$ cat config.mk
export PLATFORM = sky130hd
export DESIGN_NAME = alu_cmd_sequencer
export DESIGN_NICKNAME = d
export VERILOG_FILES = /design/src/rtl/alu_cmd_sequencer.sv
export SDC_FILE = /design/constraint.sdc
export NUM_CORES = 1
export LEC_CHECK = 0
export CAP_MARGIN = 10
export CORE_AREA = 5 5 108 110
export DETAILED_ROUTE_END_ITERATION = 16
export DIE_AREA = 0 0 113 115
export GPL_ROUTABILITY_DRIVEN = 1
export PLACE_DENSITY = 0.82
export SETUP_SLACK_MARGIN = 0.05
export SLEW_MARGIN = 10
export SYNTH_ARGS = -nofsm -noshare
export SYNTH_HDL_FRONTEND = slang
export SYNTH_SLANG_ARGS = --single-unit
$ cat constraint.sdc
create_clock -name clk -period 2.2 [get_ports clk]
set_clock_uncertainty 0.1 [all_clocks]
set_input_delay 0.44 -clock clk [delete_from_list [all_inputs] [get_ports clk]]
set_output_delay 0.44 -clock clk [all_outputs]
set_load 0.005 [all_outputs]
$ cat src/rtl/alu_cmd_sequencer.sv
// Command sequencer for the 9-bit combinational ALU: FIFO-buffers commands, issues them,
// captures results in order. Optional macro ALU_CMD_SEQUENCER_ILLEGAL_EN adds rsp_err.
module alu_cmd_sequencer #(
    parameter int DEPTH = 4,
    localparam int DATA_W = 9
) (
    input  logic              clk,
    input  logic              rst,
    input  logic              cmd_valid,
    output logic              cmd_ready,
    input  logic [3:0]        cmd_sel,
    input  logic [DATA_W-1:0] cmd_a,
    input  logic [DATA_W-1:0] cmd_b,
    input  logic              cmd_use_acc,
    output logic [3:0]        alu_sel,
    output logic [DATA_W-1:0] alu_a,
    output logic [DATA_W-1:0] alu_b,
    input  logic [DATA_W-1:0] alu_z,
    output logic              rsp_valid,
    input  logic              rsp_ready,
    output logic [DATA_W-1:0] rsp_data,
    output logic              rsp_zero,
`ifdef ALU_CMD_SEQUENCER_ILLEGAL_EN
    output logic              rsp_err,
`endif
    output logic              busy
);

    localparam int AW = (DEPTH > 1) ? $clog2(DEPTH) : 1;
    localparam int EW = 4 + 2 * DATA_W + 1;
    localparam logic [AW:0]   FULL    = (AW+1)'(DEPTH);
    localparam logic [AW:0]   CNT_ONE = 1;
    localparam logic [AW-1:0] PTR_ONE = 1;

    typedef enum logic [1:0] {
        IDLE,
        CAPTURE,
        RESP
    } state_t;

    state_t              state;
    logic [EW-1:0]       mem [DEPTH];
    logic [AW-1:0]       wr_ptr;
    logic [AW-1:0]       rd_ptr;
    logic [AW:0]         count;
    logic [DATA_W-1:0]   acc;

    logic                push;
    logic                pop;
    logic                issue_alu;
    logic                fifo_empty;
    logic [3:0]          head_sel;
    logic [DATA_W-1:0]   head_a;
    logic [DATA_W-1:0]   head_b;
    logic                head_use_acc;

    assign {head_sel, head_a, head_b, head_use_acc} = mem[rd_ptr];

    assign fifo_empty = (count == '0);
    assign cmd_ready  = !rst && (count != FULL);
    assign push       = cmd_valid && cmd_ready;
    // Pop whenever the FSM is free to issue: idle, or the current response is being accepted.
    assign pop        = !fifo_empty && ((state == IDLE) || ((state == RESP) && rsp_ready));
    assign busy       = !rst && (!fifo_empty || (state != IDLE));

`ifdef ALU_CMD_SEQUENCER_ILLEGAL_EN
    logic head_illegal;
    logic illegal_p1;
    assign head_illegal = (head_sel == 4'b1111);
    assign issue_alu    = pop && !head_illegal;
`else
    assign issue_alu    = pop;
`endif

    // Storage needs no reset: only entries between rd_ptr and wr_ptr are ever read.
    always_ff @(posedge clk) begin
        if (push) begin
            mem[wr_ptr] <= {cmd_sel, cmd_a, cmd_b, cmd_use_acc};
        end
    end

    always_ff @(posedge clk) begin
        if (rst) begin
            state     <= IDLE;
            wr_ptr    <= '0;
            rd_ptr    <= '0;
            count     <= '0;
            acc       <= '0;
            alu_sel   <= '0;
            alu_a     <= '0;
            alu_b     <= '0;
            rsp_valid <= 1'b0;
            rsp_data  <= '0;
            rsp_zero  <= 1'b0;
`ifdef ALU_CMD_SEQUENCER_ILLEGAL_EN
            rsp_err    <= 1'b0;
            illegal_p1 <= 1'b0;
`endif
        end else begin
            if (push) begin
                wr_ptr <= wr_ptr + PTR_ONE;
            end
            if (pop) begin
                rd_ptr <= rd_ptr + PTR_ONE;
            end
            case ({push, pop})
                2'b10:   count <= count + CNT_ONE;
                2'b01:   count <= count - CNT_ONE;
                default: count <= count;
            endcase

            // Issue stage: acc already holds the previous command's result here.
            if (issue_alu) begin
                alu_sel <= head_sel;
                alu_a   <= head_use_acc ? acc : head_a;
                alu_b   <= head_b;
            end
`ifdef ALU_CMD_SEQUENCER_ILLEGAL_EN
            if (pop) begin
                illegal_p1 <= head_illegal;
            end
`endif

            case (state)
                IDLE: begin
                    if (pop) begin
                        state <= CAPTURE;
                    end
                end
                CAPTURE: begin
                    rsp_valid <= 1'b1;
`ifdef ALU_CMD_SEQUENCER_ILLEGAL_EN
                    if (illegal_p1) begin
                        rsp_data <= '0;
                        rsp_zero <= 1'b1;
                        rsp_err  <= 1'b1;
                    end else begin
                        rsp_data <= alu_z;
                        rsp_zero <= (alu_z == '0);
                        rsp_err  <= 1'b0;
                        acc      <= alu_z;
                    end
`else
                    rsp_data <= alu_z;
                    rsp_zero <= (alu_z == '0);
                    acc      <= alu_z;
`endif
                    state <= RESP;
                end
                RESP: begin
                    if (rsp_ready) begin
                        rsp_valid <= 1'b0;
                        state     <= pop ? CAPTURE : IDLE;
                    end
                end
                default: state <= IDLE;
            endcase
        end
    end

endmodule

==> flow_summary.ini <==
[critical_path]
max_stage_delay_ps = 360
critPathLaunchType = register
crit_path_end_kind = register
ff2ff_path_depth = 8
cp.arrival_ps = 2410
crit_chain = nor3_4 -> or3_4 -> clkinv_4 -> ha_2 -> fa_2 -> xnor2_1 -> or3_1 -> a21oi_1
cp_num_buf_inv = 1
worst-setup-path-type = register to register
r2r_slack_ps = 140
slowest_stage = dfxtp_4
r2r_start = count[1]$_SDFFE_PP0P_
regToRegEndpoint = count[2]$_SDFFE_PP0P_
cpLargestDelayFamily = simple AND/OR/NAND/NOR gates
worstPathRequired_ps = 2550
cp_max_fo = 3

[timing]
finalCritPeriodShare_pct = 93.9
finalSetupViolCount = 0
holdWs_ps = 331
period_minus_slack_ps = 2060
worst_pin_slew_ps = 409
rsz0062_at_grt = false
finalMaxSlewViolations = 0
relSlewSlack_pct = 72.5
setup_ws_ps = 135
finalHoldViolCount = 0
fmax_ghz = 0.484

[global_routing]
grt_max_degree = 33
antenna_found_initial = 0
grt_pass1_wl_um = 16800
groute.usage.overall_pct = 17.7
grt_pass1_vias = 3064
grt_overflow = 0

[drt]
wirelength_um = 10900
via_per_inst = 5.29
drc = 0
vias = 3038
drt-initial-drc-count = 217
drtAntennaViolNets = 0
wl_per_cell_um = 19.0
dr.pass1.iters = 4

[hold_path]
hold_depth = 3
hold_class = input port to register
worstHoldStart = rst
hold_path_end = state[0]$_SDFFE_PP0P_

[placed_design]
port_buffers = 70
place_inst = 541
dpl_cell_area_um2 = 6110
pre_cts_ws_ps = -365
routabilityCongestion = 0.720
dp_hpwl_um = 6960

[pwr]
power_frac_seq_pct = 40.4
leakage_nw = 2.29
power.share.clock_pct = 32.4
irDropWorstVdd_mv = 0.710
p_per_area_nw_per_um2 = 1230
combPwrFrac_pct = 27.2
internal-power_mw = 5.86
switching_power_mw = 2.40
p_sw_share_pct = 29.0

[cts]
clk_pin_slew_worst_paths_ps = 60
cts_max_level = 4
cts_tree = done
cts_buffers = 17
clock-sinks = 136
worstSkewPairLatency_ps = 520
clockBufferDepth = 2
cts_root_buffer = clkbuf_8
hold_buffers = 0

[floorplan]
fp.dieW_um = 113
die_h_um = 115
start_util_pct = 48.1
rows = 38
core_area_um2 = 10600
io_pins = 71
die_area_um2 = 13000

[synthesis]
yosysWarnings = 0
ys_types = 29
ys_ff_latch = 136
synth_fp_nets = 369
syn_inst = 327
avgSynthCellArea_um2 = 15.6
syn_area_um2 = 5100
ys_seq_area_share_pct = 71.5

[final_layout]
finalNonFillerCells = 574
fin_util_pct = 63.3
num-fill-cells = 734
syn_to_final_growth_pct = 31.6
final_nets = 463
regArea_um2 = 3650
diodes = 0
drive_above_1_share_pct = 20.7
final_area_um2 = 6710
multi_input_area_um2 = 1370

[outcome]
run_status = finished clean

[run]
cap_viol_max_count = 0
[final cells by class]
type / count / area share, %
clock buffer: 18 / 6.23
clock inverter: 14 / 2.26
inverter: 6 / 0.410
multi-input combinational: 167 / 20.4
sequential: 136 / 54.4
tap: 140 / 2.61
timing repair buffer: 93 / 13.7
[tightest hold or removal path, delay by kind of cell]
| family | cells | cell delay (ps) |
|---|---|---|
| AND/OR/NAND/NOR | 1 | 110 |
| buffers and inverters | 2 | 360 |
[metrics by stage]
step                setup TNS, ps  power (mW)
CTS                             0        8.32
global route                    0        8.70
finish                          0        8.25
detailed placement          -3400        5.59
floorplan                       0        4.70
global placement            -2280        5.49
[Yosys cell counts]
library cell  instances  area share [%]
a211oi_1              8             1.2
a211oi_2              2            0.49
a21oi_1              29             2.8
and2_1                4            0.49
buf_1                 4            0.29
buf_2                 4            0.39
buf_4                 2            0.29
buf_6                 2            0.44
clkbuf_1              6            0.44
clkinv_4              1            0.17
dfxtp_1              44              17
edfxtp_1             92              54
fa_1                  1            0.39
ha_1                  5             1.2
inv_1                 5            0.37
mux2i_1              10             2.0
mux4_2               23              10
nand2_1              47             3.5
nand2b_1              2            0.25
nand3_1               1           0.098
nor2_1               18             1.3
nor2b_1               3            0.37
nor3_1                2            0.20
nor4_1                2            0.25
o21ai_0               2            0.20
o31ai_1               1            0.15
or3_1                 3            0.37
xnor2_1               3            0.52
xor2_1                1            0.17
[kinds of logic (layout without fill, tap and decap cells)]
kind of cell	Yosys count	in the layout	share of synthesized area (%)
xor gates and xnor gates	4	4	0.688
adders and majority gates	6	6	1.62
and+or+nand+nor	82	82	6.80
DFF	136	136	71.5
AOI/OAI and AO/OA	42	42	4.86
muxes	33	33	12.1
buffers and inverters	24	131	2.41
[registers in the layout, indices dropped and copies added (netlist names), named ones only]
name,count
rsp_zero,1
alu_b,9
mem,92
count,3
rd_ptr,2
state,2
alu_sel,4
wr_ptr,2
rsp_valid,1
acc,9
alu_a,9
[layer usage]
metal / up-vias / share of wire, % / GRT usage (%)
li1: 1412 / - / -
met1: 1534 / 41 / 21.3
met4: 0 / 1.2 / 7.13
met3: 11 / 4.3 / 4.84
met2: 81 / 53 / 30.4
met5: - / 0 / 0
[repair_timing]
action	in CTS	in global routing
gates resized for setup	5	3
pin swaps	0	1
endpoints found under the setup margin	2	1
buffers inserted	0	1
gates cloned	0	0
[how the worst max path moves through the flow]
stage,end,cells past startpoint,from
3_3_place_gp,count[2]$_SDFFE_PP0P_,9,rsp_ready
6_report,count[2]$_SDFFE_PP0P_,8,count[1]$_SDFFE_PP0P_
2_1_floorplan,count[2]$_SDFFE_PP0P_,8,rst
3_5_place_dp,count[2]$_SDFFE_PP0P_,9,rsp_ready
4_1_cts,count[2]$_SDFFE_PP0P_,8,count[1]$_SDFFE_PP0P_
5_1_grt,count[2]$_SDFFE_PP0P_,8,count[2]$_SDFFE_PP0P_
[power groups by stage]
| stage | sequential (mW) | combinational [mW] | clock, mW |
|---|---|---|---|
| 2_1_floorplan | 3.31 | 1.38 | 0 |
| 3_3_place_gp | 3.35 | 2.15 | 0 |
| 3_5_place_dp | 3.36 | 2.23 | 0 |
| 4_1_cts | 3.32 | 2.25 | 2.74 |
| 5_1_grt | 3.37 | 2.47 | 2.85 |
| 6_report | 3.33 | 2.25 | 2.68 |
[layout by cell type, fill, tap and decap left out, drive strengths merged]
master,Yosys,routed
edfxtp,92,92
clkdlybuf4s50,0,67
nand2,47,47
dfxtp,44,44
a21oi,29,29
buf,12,24
mux4,23,23
nor2,18,18
clkbuf,6,18
mux2i,10,10
a211oi,10,10
clkinv,1,10
inv,5,6
ha,5,5
and2,4,4
xnor2,3,3
nor2b,3,3
or3,3,3
nand2b,2,2
o21ai,2,2
nor4,2,2
clkinvlp,0,2
bufinv,0,2
dlygate4sd2,0,2
nor3,2,2
xor2,1,1
nand3,1,1
o31ai,1,1
fa,1,1
No activity file was read; power rests on OpenSTA's default activity.
